**config.mk**
```make
export PLATFORM = sky130hd
export DESIGN_NAME = count_dir_decoder
export DESIGN_NICKNAME = d
export VERILOG_FILES = /design/src/rtl/count_dir_decoder.sv
export SDC_FILE = /design/constraint.sdc
export NUM_CORES = 1
export LEC_CHECK = 0
export BUFFER_PORTS_ARGS = -buffer_cell sky130_fd_sc_hd__buf_2
export CAP_MARGIN = 20
export CELL_PAD_IN_SITES_DETAIL_PLACEMENT = 2
export CELL_PAD_IN_SITES_GLOBAL_PLACEMENT = 2
export CORE_ASPECT_RATIO = 1.2
export CORE_UTILIZATION = 31
export DETAILED_ROUTE_END_ITERATION = 7
export GPL_ROUTABILITY_DRIVEN = 0
export GPL_TIMING_DRIVEN = 0
export PLACE_DENSITY_LB_ADDON = 0.1
export REMOVE_ABC_BUFFERS = 1
export SYNTH_ARGS = -nofsm -noshare
export SYNTH_HDL_FRONTEND = slang
export SYNTH_SLANG_ARGS = --single-unit
```
**constraint.sdc**
```tcl
create_clock -name clk -period 2.3 [get_ports clk]
set_input_delay 0.115 -clock clk [delete_from_list [all_inputs] [get_ports clk]]
set_output_delay 0.115 -clock clk [all_outputs]
set_load 0.01 [all_outputs]
```
**src/rtl/count_dir_decoder.sv**
```systemverilog
// rtl/count_dir_decoder.sv - recovers up/down direction from an observed counter bus
// Optional stall detector on long holds while locked: define COUNT_DEC_STALL_DET_EN.
module count_dir_decoder #(
  parameter int WIDTH      = 4,
  parameter int LOCK_CNT   = 3,
  parameter int ERR_W      = 8,
  parameter int HOLD_LIMIT = 16
) (
  input  logic             clk,
  input  logic             rst,
  input  logic             valid_in,
  input  logic [WIDTH-1:0] count_in,
  output logic             mode_out,
  output logic             locked,
  output logic             dir_change,
  output logic             rst_seen,
  output logic             step_err,
`ifdef COUNT_DEC_STALL_DET_EN
  output logic             stall,
`endif
  output logic [ERR_W-1:0] err_count
);

  typedef enum logic [1:0] {
    S_IDLE   = 2'd0,
    S_ACQ    = 2'd1,
    S_LOCKED = 2'd2
  } state_t;

  localparam logic [3:0]       LOCK_V   = 4'(LOCK_CNT);
  localparam logic [3:0]       RUN_ONE  = 4'd1;
  localparam logic [ERR_W-1:0] ERR_ONE  = ERR_W'(1);
  localparam logic [WIDTH-1:0] DIFF_ONE = WIDTH'(1);

  if (WIDTH < 2 || LOCK_CNT < 1 || LOCK_CNT > 15 || HOLD_LIMIT < 1) begin : g_param_check
    $error("count_dir_decoder: illegal parameter value");
  end

  state_t           state, state_d;
  logic [WIDTH-1:0] prev;
  logic [WIDTH-1:0] diff;
  logic [3:0]       run_cnt, run_d, run_acq;
  logic             cand_dir, cand_d;
  logic             mode_d, locked_d, dir_change_d, rst_seen_d, step_err_d;
  logic [ERR_W-1:0] err_d;
  logic             is_up, is_down, is_step, is_jump, is_zero, step_dir;
  logic             stall_hit;

  // Modular difference makes the wrap steps (max->0, 0->max) ordinary steps.
  assign diff     = count_in - prev;
  assign is_up    = (diff == DIFF_ONE);
  assign is_down  = &diff;
  assign is_step  = is_up | is_down;
  assign is_jump  = !is_step && (diff != '0);
  assign is_zero  = (count_in == '0);
  assign step_dir = is_down;

`ifdef COUNT_DEC_STALL_DET_EN
  localparam int              HOLD_W    = $clog2(HOLD_LIMIT + 1);
  localparam logic [HOLD_W-1:0] HOLD_LAST = HOLD_W'(HOLD_LIMIT - 1);
  localparam logic [HOLD_W-1:0] HOLD_ONE  = HOLD_W'(1);

  logic [HOLD_W-1:0] hold_cnt, hold_d;
  logic              is_hold;

  assign is_hold = (diff == '0);

  always_comb begin
    hold_d    = hold_cnt;
    stall_hit = 1'b0;
    if (valid_in) begin
      hold_d = '0;
      if (state == S_LOCKED && is_hold) begin
        if (hold_cnt == HOLD_LAST) stall_hit = 1'b1;
        else                       hold_d    = hold_cnt + HOLD_ONE;
      end
    end
  end

  always_ff @(posedge clk) begin
    if (!rst) begin
      hold_cnt <= '0;
      stall    <= 1'b0;
    end else begin
      hold_cnt <= hold_d;
      stall    <= stall_hit;
    end
  end
`else
  assign stall_hit = 1'b0;
`endif

  // A step that disagrees with the candidate restarts the run at one.
  always_comb begin
    run_acq = run_cnt;
    if (is_step) begin
      if (run_cnt == '0 || step_dir == cand_dir) run_acq = run_cnt + RUN_ONE;
      else                                       run_acq = RUN_ONE;
    end
  end

  always_ff @(posedge clk) begin
    if (!rst) state <= S_IDLE;
    else      state <= state_d;
  end

  always_comb begin
    state_d = state;
    if (valid_in) begin
      unique case (state)
        S_IDLE:   state_d = S_ACQ;
        S_ACQ:    if (is_step && run_acq >= LOCK_V) state_d = S_LOCKED;
        S_LOCKED: if (is_jump || stall_hit) state_d = S_ACQ;
        default:  state_d = S_IDLE;
      endcase
    end
  end

  always_comb begin
    mode_d       = mode_out;
    locked_d     = locked;
    run_d        = run_cnt;
    cand_d       = cand_dir;
    err_d        = err_count;
    dir_change_d = 1'b0;
    rst_seen_d   = 1'b0;
    step_err_d   = 1'b0;
    if (valid_in) begin
      unique case (state)
        S_IDLE: run_d = '0;
        S_ACQ: begin
          if (is_step) begin
            cand_d = step_dir;
            run_d  = run_acq;
            if (run_acq >= LOCK_V) begin
              mode_d   = step_dir;
              locked_d = 1'b1;
            end
          end else if (is_jump) begin
            run_d      = '0;
            rst_seen_d = is_zero;
          end
        end
        S_LOCKED: begin
          if (is_step && step_dir != mode_out) begin
            mode_d       = step_dir;
            dir_change_d = 1'b1;
          end
          if (is_jump || stall_hit) begin
            locked_d = 1'b0;
            run_d    = '0;
          end
          // A jump to zero is a counter reset, not a fault.
          if (is_jump) begin
            if (is_zero) begin
              rst_seen_d = 1'b1;
            end else begin
              step_err_d = 1'b1;
              if (err_count != '1) err_d = err_count + ERR_ONE;
            end
          end
        end
        default: locked_d = 1'b0;
      endcase
    end
  end

  always_ff @(posedge clk) begin
    if (!rst) begin
      prev       <= '0;
      run_cnt    <= '0;
      cand_dir   <= 1'b0;
      mode_out   <= 1'b0;
      locked     <= 1'b0;
      dir_change <= 1'b0;
      rst_seen   <= 1'b0;
      step_err   <= 1'b0;
      err_count  <= '0;
    end else begin
      if (valid_in) prev <= count_in;
      run_cnt    <= run_d;
      cand_dir   <= cand_d;
      mode_out   <= mode_d;
      locked     <= locked_d;
      dir_change <= dir_change_d;
      rst_seen   <= rst_seen_d;
      step_err   <= step_err_d;
      err_count  <= err_d;
    end
  end

endmodule

```
==> run metrics, run 1 <==
pwr/cell area=485 nW/um^2; chip height=81.7 microns; Post-DRT Antenna Nets=0; Crit. Startpoint=prev[0]; htree depth=1; Slew headroom=0.469; drt drc=0; Comb pwr share=0.305; largest net degree at the start of global routing=22; Critical Path RT=2.43 ns; Initial DRC Count=46; first-pass GRT wire length=8.89 mm; Leakage=0.000874 uW; Switch Pwr=345 uW; Avg Cell Area, Syn=8.15 sq um; post-synth top area share=0.293; I/O pins=20; fin crit share=1.14; CP Launch Type=flop; PnR Total Power=1060 uW; hold path startpoint=count_in[0]; GRT overflow=0; internal power=716 uW; Seq/Total Area, Yosys=0.293; Crit-path slowest cell=or4_4; worst setup margin=-0.314 ns; Top FF cell, synth=dfxtp_1; CP cell instances=ha_4 > inv_2 > fa_2 > xor2_2 > nand3b_1 > buf_4 > nor3_4 > or2_4 > or4_4 > xor2_1 > nor2_1; Setup CP Type=reg2reg; Worst path depth=11; crit-path leading delay family=simple AND/OR/NAND/NOR gates; fin crit period=2.61 ns; cells after synthesis=201; Hold Crit Class=in2reg; clk buf depth=2; Area Growth Syn to Fin=33.7%; CTS tree=built; core area=5010 sq um; Post-Route WL=6.15 mm; area of the multi-input gates=1250 sq um; gr usage total=0.217; largest area contributor in the netlist=dfxtp_1; synthesized cell area=1640 sq um; layout cells sized above 1=0.323; failing checks=setup timing; first-pass detailed-route iteration total=4; RSZ-0062 raised after global routing=true; initial antenna violation count=0; Max rail drop VDD=0.335 mV; Reg area=482 sq um; Net Sw Frac=0.325; WP data arrival=2.75 ns; endpoints failing hold=0; CP peak stage delay=0.53 ns; Critical path buffers and inverters=2; Buffers on Ports=19; clock latency on the worst-skew pair=0.27 ns; Die Wd=68.4 microns; maxcap violations=0; DR WL/cell=20.8 microns; Unique masters post-synth=51; vias in the first global route=1836; Crit Path Max Fanout=3; Final Max Slew Viols=0; Slew @ Worst Pin=0.795 ns; synthesized flop and latch total=24; cell depth of the worst flop-to-flop path=11; top post-synthesis cells by area=dfxtp_1 (29%), ha_1 (7.6%), nand2_1 (4.4%); row cnt=28; Antenna Cells=0; Worst-path clk slew=0.10 ns; Num CTS Buffers=3; CTS sink count=24; number of synthesized flops with an enable pin=0; Hold Path End=prev[0]; Critical Path Sink Type=flop; fillcell total=574; Achievable Freq=383 MHz; root buf cell=clkbuf_8; via/cell ratio=5.62; nets@finish=254; status=finished, violations left; Hold Buf Count CTS=0; die area=5580 sq um; WHS Path Cells=3; via count=1657; reg2reg start=prev[0]; setup violators final=19; DP HPWL=3.92 mm; R2R Setup Slk=-0.31 ns; skew final=0.00221 ns; r2r endpoint=err_count[5]; clock power share=0.287; synth warn=0; Sequential Power Share=0.408; Initial Util=0.327; Fin Setup TNS=-3.57 ns; asr flop ratio synth=0
[placed cells by master, fill, tap and decap left out, drive strengths merged, types with 5 or more instances in the layout]
cell type,n
nand3,6
mux2i,6
nand2,19
ha,10
nor2,17
xor2,7
inv,14
a31oi,5
buf,38
a21oi,11
dfxtp,24
o21ai,10
nor3,8
[metal layers]
metal	track usage	wire (microns)	up-vias	share of wire
li1	-	-	789	-
met1	0.230	2500	846	0.41
met2	0.440	3510	16	0.57
met3	0.0222	62	6	0.010
met4	0.0438	68	0	0.011
met5	0	0	-	0
[sequential cells by signal (all words and copies together) (netlist names)]
name        count
locked          1
mode_out        1
run_cnt         4
err_count       8
dir_change      1
step_err        1
state           2
prev            4
cand_dir        1
rst_seen        1
[tightest hold or removal path: stages]
cell     delay [ns]
buf_2          0.10
mux2i_1        0.07
nor2_1         0.07
[power by group through the flow]
| stage | clock network [uW] | registers, uW | logic [uW] |
|---|---|---|---|
| global placement | 0 | 441 | 182 |
| detailed placement | 0 | 442 | 196 |
| floorplan | 0 | 440 | 134 |
| global route | 333 | 434 | 342 |
| finish | 305 | 433 | 324 |
| CTS | 312 | 433 | 282 |
[synth_stat cells, types with 5 or more instances]
cell	number
nor2_1	17
mux2i_1	6
dfxtp_1	24
o21ai_0	7
nand3_1	6
a31oi_1	5
nor3_1	5
inv_1	14
ha_1	10
a21oi_1	11
xor2_1	7
nand2_1	19
[cells by family after synthesis]
family                   after synthesis  synth area share
flip-flops                            24             0.293
multiplexers                           6            0.0366
adder cells (fa/ha/maj)               11            0.0886
AO/OA/AOI/OAI                         49             0.211
AND/OR/NAND/NOR                       78             0.256
XOR/XNOR                              11            0.0588
buffers and inverters                 22            0.0557
[worst max-delay path by stage]
stage | endpoint | slack, ns
5_1_grt | run_cnt[2] | -0.40
2_1_floorplan | run_cnt[1] | -0.28
6_report | err_count[5] | -0.31
3_3_place_gp | run_cnt[1] | -0.73
3_5_place_dp | run_cnt[1] | -0.89
4_1_cts | state[0] | -0.26
[through the flow]
stage                     hold slack (ns)  std cells  cell area (sq um)  setup slack (ns)  utilization
after floorplan                     0.242        193               1600            -0.276            -
after global placement              0.382        272               1770            -0.735        0.353
after detailed placement            0.408        272               1770            -0.888        0.353
after CTS                           0.122        290               2060            -0.255        0.411
after global routing                0.155        295               2190            -0.400        0.437
final                               0.124        295               2190            -0.314        0.437
[final cells by class]
cell class,instances,area share
timing repair buffer,38,0.126
multi-input combinational,155,0.571
inverter,14,0.0240
clock buffer,4,0.0251
tap,60,0.0343
sequential,24,0.220
[repair_timing]
| action | CTS | global route |
|---|---|---|
| gates cloned | 0 | 0 |
| endpoints found under the setup margin | 20 | 19 |
| pin swaps | 19 | 28 |
| buffers inserted | 14 | 5 |
| resized for setup | 26 | 22 |
Note: power is estimated with default switching activity, not from simulation.
==> run 2, diff against run 1 <==
- CORE_UTILIZATION: 31 -> 32
- CTS_BUF_LIST: not set -> sky130_fd_sc_hd__clkbuf_2
==> run 2 against run 1 <==
  * The run still ends with setup timing left
  * Total power rose by 3.6%
  * Die area fell by 3.0%
  * Via count rose by 4.0%
  * Largest power group unchanged
  * Highest routed layer unchanged
  * Maximum frequency fell by 0.49%
  * Final cell count increased by 2.7%
  * Routed wire length grew 7.5%
  * Critical endpoint is now mode_out
  * Non-clock buffer count is 8 higher
==> run metrics, run 2 (synthesized netlist as in run 1, its figures left out) <==
largest net degree at the start of global routing=22 (unchanged); r2r endpoint=mode_out (was err_count[5]); row cnt=28 (unchanged); Slew @ Worst Pin=0.823 ns (was 0.795 ns); DP HPWL=3.92 mm (about the same); Post-Route WL=6.60 mm (was 6.15 mm); chip height=80.4 microns (was 81.7 microns); Worst-path clk slew=0.27 ns (was 0.10 ns); Comb pwr share=0.326 (was 0.305); area of the multi-input gates=1280 sq um (was 1250 sq um); Setup CP Type=reg2reg (unchanged); critical path endpoint=mode_out (was err_count[5]); initial antenna violation count=0 (unchanged); Crit Path Max Fanout=4 (was 3); cell depth of the worst flop-to-flop path=13 (was 11); Final Max Slew Viols=0 (unchanged); Switch Pwr=366 uW (was 345 uW); Critical Path Sink Type=flop (unchanged); worst setup margin=-0.327 ns (was -0.314 ns); gr usage total=0.231 (was 0.217); Leakage=0.000926 uW (was 0.000874 uW); Antenna Cells=0 (unchanged); Crit. Startpoint=prev[0] (unchanged); Post-DRT Antenna Nets=0 (unchanged); Die Wd=67.3 microns (was 68.4 microns); reg2reg start=prev[0] (unchanged); via/cell ratio=5.69 (was 5.62); Final Instance Area=2270 sq um (was 2190 sq um); fin crit period=2.63 ns (was 2.61 ns); clk buf depth=2 (unchanged); nets@finish=262 (was 254); Reg area=483 sq um (was 482 sq um); fin crit share=1.14 (about the same); Area Growth Syn to Fin=38.8% (was 33.7%); PnR Total Power=1100 uW (was 1060 uW); core area=4940 sq um (was 5010 sq um); via count=1723 (was 1657); largest register by flop count=err_count (unchanged); Initial Util=0.332 (was 0.327); layout cells sized above 1=0.370 (was 0.323); htree depth=1 (unchanged); clock power share=0.276 (was 0.287); most frequent cells in the layout=dfxtp_1 (22), buf_2 (19), buf_4 (18) (was dfxtp_1 (23), buf_2 (19), nand2_1 (18)); status=finished, violations left (unchanged); Achievable Freq=381 MHz (was 383 MHz); endpoints failing hold=0 (unchanged); Net Sw Frac=0.333 (was 0.325); Hold Crit Class=in2reg (unchanged); Initial DRC Count=38 (was 46); GRT overflow=0 (unchanged); failing checks=setup timing (unchanged); I/O pins=20 (unchanged); CTS sink count=24 (unchanged); maxcap violations=0 (unchanged); CTS tree=built (unchanged); Sequential Power Share=0.398 (was 0.408); pwr/cell area=484 nW/um^2 (was 485 nW/um^2); first-pass detailed-route iteration total=4 (unchanged); setup violators final=17 (was 19); drt drc=0 (unchanged); Slew headroom=0.450 (was 0.469); Num CTS Buffers=3 (unchanged); fillcell total=551 (was 574); first-pass GRT wire length=9.14 mm (was 8.89 mm); skew final=0.00959 ns (was 0.00221 ns); root buf cell=clkbuf_2 (was clkbuf_8); CP Launch Type=flop (unchanged); die area=5410 sq um (was 5580 sq um); biggest regs=err_count (8), prev (4), run_cnt (4) (unchanged); DR WL/cell=21.8 microns (was 20.8 microns); RSZ-0062 raised after global routing=true (unchanged); R2R Setup Slk=-0.33 ns (was -0.31 ns); clock latency on the worst-skew pair=0.38 ns (was 0.27 ns); placed cell areas=1770 sq um (unchanged); Largest register FFs=8 (unchanged); vias in the first global route=1833 (was 1836); internal power=734 uW (was 716 uW); WP data arrival=2.97 ns (was 2.75 ns); Critical Path RT=2.65 ns (was 2.43 ns); Buffers on Ports=19 (unchanged); Max rail drop VDD=0.210 mV (was 0.335 mV); commonest non-fill, non-tap cell in the layout=dfxtp_1 (unchanged); Final Core Density=0.460 (was 0.437)
[run 2: repair_timing]
action	in CTS	in global routing
pin swaps	20	20
endpoints found under the hold margin	1	0
setup buffers	16	11
setup endpoints to repair	20	19
hold buffers	1	0
gates resized for setup	33	24
[run 2: layout make-up]
| type | count | area share |
|---|---|---|
| multi-input cells | 155 | 0.563 |
| repair buffers | 46 | 0.149 |
| well taps | 60 | 0.0330 |
| inverters | 14 | 0.0231 |
| flip-flops and latches | 24 | 0.212 |
| clock buffers | 3 | 0.00660 |
| clock inverters | 1 | 0.0132 |
[run 2: power groups by stage]
| stage | clock, uW | sequential [uW] | combinational (uW) |
|---|---|---|---|
| finish | 304 | 437 | 359 |
| global route | 326 | 439 | 380 |
| CTS | 303 | 436 | 278 |
| detailed placement | 0 | 442 | 195 |
| global placement | 0 | 441 | 181 |
| floorplan | 0 | 440 | 134 |
[run 2: worst min path at each step]
stage                      startpoint    endpoint  slack, ns  depth (start not counted)
final                     count_in[2]     prev[2]      0.008                          3
after global routing      count_in[2]     prev[2]       0.02                          3
after CTS                 count_in[2]     prev[2]      0.004                          3
after detailed placement  count_in[0]     prev[0]       0.40                          3
after global placement    count_in[0]     prev[0]       0.39                          3
after floorplan                   rst  dir_change       0.24                          2
[run 2: layer usage]
metal | wire length (microns) | GRT usage
met1 | 2420 | 0.237
met3 | 163 | 0.0241
met5 | 0 | 0
met4 | 320 | 0.0872
met2 | 3700 | 0.458
[run 2: stage by stage]
stage               cells  setup TNS [ns]  hold slack (ns)  worst slack (ns)
detailed placement    272          -13.76            0.398            -0.865
floorplan             193           -2.72            0.242            -0.276
finish                303           -3.26          0.00768            -0.327
CTS                   293           -3.35          0.00379            -0.306
global placement      272          -10.30            0.389            -0.709
global route          303           -5.75           0.0171            -0.437
[run 2: worst max-delay path: stages (launching register included)]
cell and delay (ns):
dfxtp_2 0.43, ha_4 0.15, inv_2 0.04, fa_2 0.34, xor2_2 0.19, nand3b_1 0.18, buf_4 0.18, nor3_4 0.17
buf_6 0.15, buf_12 0.10, a31oi_1 0.10, o22a_1 0.24, a21oi_1 0.19, a211o_1 0.14
==> run 3, diff against run 2 <==
- ABC_AREA: not set -> 1
- CORE_UTILIZATION: 32 -> 30
==> run 3 against run 2 <==
  * The run still ends with setup timing left
  * Total power fell by 10%
  * Global-route usage fell by 4.4 points
  * Die area rose by 3.8%
  * Area after synthesis fell by 2.6%
  * Register-to-register slack improved by 0.22 ns
  * Routed wire length fell by 26%
  * Via count fell by 7.4%
  * Sequential power rose by 4%
  * Largest power group unchanged
==> run metrics, run 3 <==
status=finished, violations left (unchanged); failing checks=setup timing (unchanged); first-pass detailed-route iteration total=4 (unchanged); first-pass GRT wire length=7.76 mm (was 9.14 mm); biggest regs=err_count (8), prev (4), run_cnt (4) (unchanged); Achievable Freq=416 MHz (was 381 MHz); fin crit share=1.05 (was 1.14); gr usage total=0.187 (was 0.231); Slew headroom=0.676 (was 0.450); drt drc=0 (unchanged); synthesized cell area=1600 sq um (was 1640 sq um); Buffers on Ports=19 (unchanged); initial antenna violation count=0 (unchanged); layout cells sized above 1=0.316 (was 0.370); via count=1595 (was 1723); largest area contributor in the netlist=dfxtp_1 (unchanged); Initial DRC Count=37 (was 38); cells after synthesis=229 (was 201); Worst-path clk slew=0.26 ns (was 0.27 ns); Final Core Density=0.399 (was 0.460); chip height=81.9 microns (was 80.4 microns); post-synth top area share=0.301 (was 0.293); pwr/cell area=494 nW/um^2 (was 484 nW/um^2); endpoints failing hold=0 (unchanged); asr flop ratio synth=0 (unchanged); root buf cell=clkbuf_2 (unchanged); cell with the most instances after synthesis=nand2_1 (was dfxtp_1); CTS tree=built (unchanged); Place WS=-0.324 ns (was -0.865 ns); Final Max Slew Viols=0 (unchanged); skew final=0.0298 ns (was 0.00959 ns); row cnt=28 (unchanged); Slew @ Worst Pin=0.482 ns (was 0.823 ns); clk buf depth=2 (unchanged); via/cell ratio=4.94 (was 5.69); largest net degree at the start of global routing=16 (was 22); I/O pins=20 (unchanged); most frequent cells in the layout=nand2_1 (41), inv_1 (33), dfxtp_1 (23) (was dfxtp_1 (22), buf_2 (19), buf_4 (18)); Unique masters post-synth=34 (was 51); CP Launch Type=flop (unchanged); Top FF cell, synth=dfxtp_1 (unchanged); CTS sink count=24 (unchanged); Post-DRT Antenna Nets=0 (unchanged); Post-Route WL=4.88 mm (was 6.60 mm); synth cell count leaders=nand2_1 (45), inv_1 (35), dfxtp_1 (24) (was dfxtp_1 (24), nand2_1 (19), nor2_1 (17)); PnR Total Power=987 uW (was 1100 uW); Die Wd=68.6 microns (was 67.3 microns); DP HPWL=3.69 mm (was 3.92 mm); fin crit period=2.41 ns (was 2.63 ns); Critical Path Sink Type=flop (unchanged); vias in the first global route=1664 (was 1833); top post-synthesis cells by area=dfxtp_1 (30%), nand2_1 (11%), inv_1 (8.2%) (was dfxtp_1 (29%), ha_1 (7.6%), nand2_1 (4.4%)); largest register by flop count=err_count (unchanged); number of synthesized flops with an enable pin=0 (unchanged); DR WL/cell=15.1 microns (was 21.8 microns); maxcap violations=0 (unchanged); setup violators final=11 (was 17); Max rail drop VDD=0.276 mV (was 0.210 mV); synth warn=0 (unchanged); Hold Crit Class=in2reg (unchanged); Antenna Cells=0 (unchanged); worst setup margin=-0.105 ns (was -0.327 ns); Initial Util=0.319 (was 0.332); Seq/Total Area, Yosys=0.301 (was 0.293); die area=5620 sq um (was 5410 sq um); Num CTS Buffers=3 (unchanged); htree depth=1 (unchanged); Critical Path RT=2.58 ns (was 2.65 ns); commonest non-fill, non-tap cell in the layout=nand2_1 (was dfxtp_1); nets@finish=282 (was 262); RSZ-0062 raised after global routing=true (unchanged); WP data arrival=2.68 ns (was 2.97 ns); GRT overflow=0 (unchanged); Leakage=0.000837 uW (was 0.000926 uW); Area Growth Syn to Fin=25.2% (was 38.8%); core area=5010 sq um (was 4940 sq um); clock latency on the worst-skew pair=0.36 ns (was 0.38 ns); Setup CP Type=reg2reg (unchanged); Crit Path Max Fanout=6 (was 4); fillcell total=601 (was 551); synthesized flop and latch total=24 (unchanged); Avg Cell Area, Syn=6.97 sq um (was 8.15 sq um); Largest register FFs=8 (unchanged)
run 3: routing by layer:
layer	vias up	GRT usage	wire (microns)
li1	808	-	-
met4	0	0.0646	50
met3	4	0.0264	104
met1	765	0.188	1980
met5	-	0	0
met2	18	0.375	2750
run 3: cells by family after synthesis:
| family | share of synthesized area |
|---|---|
| compound gates | 0.125 |
| simple gates | 0.363 |
| flops | 0.301 |
| fa+ha+maj | 0.0909 |
| xor+xnor | 0.0219 |
| buf+inv | 0.0987 |
run 3: worst max-delay path, stage by stage (launching register included):
cell	delay, ns
dfxtp_2	0.41
ha_4	0.14
inv_4	0.03
fa_2	0.35
xnor2_2	0.14
buf_4	0.16
nor2_4	0.05
nand2_4	0.12
nand2_4	0.08
inv_4	0.09
nand4_4	0.10
nor2_4	0.23
buf_4	0.15
buf_6	0.08
a21oi_2	0.05
nor3_2	0.13
run 3: worst paths after layout:
kind	start	endpoint	slack [ns]	cells after the start
worst min-delay path	count_in[0]	prev[0]	0.05	3
worst min register to register	locked	locked	0.48	2
worst max-delay path	prev[0]	err_count[3]	-0.11	15
worst max register to register	prev[0]	err_count[3]	-0.11	15
run 3: what timing repair did:
item | in CTS | in global routing
gates resized for setup | 17 | 14
setup buffers | 7 | 5
pin swaps | 12 | 12
hold buffers | 1 | 0
endpoints found under the setup margin | 18 | 18
hold endpoints to repair | 1 | 0
run 3: area by class of cell:
cell class	count	area [sq um]	area share
timing repair buffer	32	199	0.0995
multi-input combinational	164	1070	0.536
clock buffer	3	15.0	0.00751
sequential	24	482	0.241
clock inverter	1	3.75	0.00188
inverter	39	154	0.0770
tap	60	75.1	0.0375
run 3: report_power, final:
group          internal, uW  switching, uW  leakage, uW
Combinational           133            226     0.000628
Sequential              438           15.7     0.000195
Clock                  37.7            137    0.0000140
Total                   609            378     0.000837
run 3: per-stage QoR:
step | hold WS (ns) | setup TNS, ns | instance area (sq um) | std cells
global route | 0.0135 | -3.20 | 2000 | 323
CTS | 0.0148 | -0.357 | 1920 | 318
global placement | 0.412 | -2.09 | 1760 | 306
floorplan | 0.204 | 0 | 1590 | 227
detailed placement | 0.422 | -3.57 | 1760 | 306
finish | 0.0538 | -0.488 | 2000 | 323
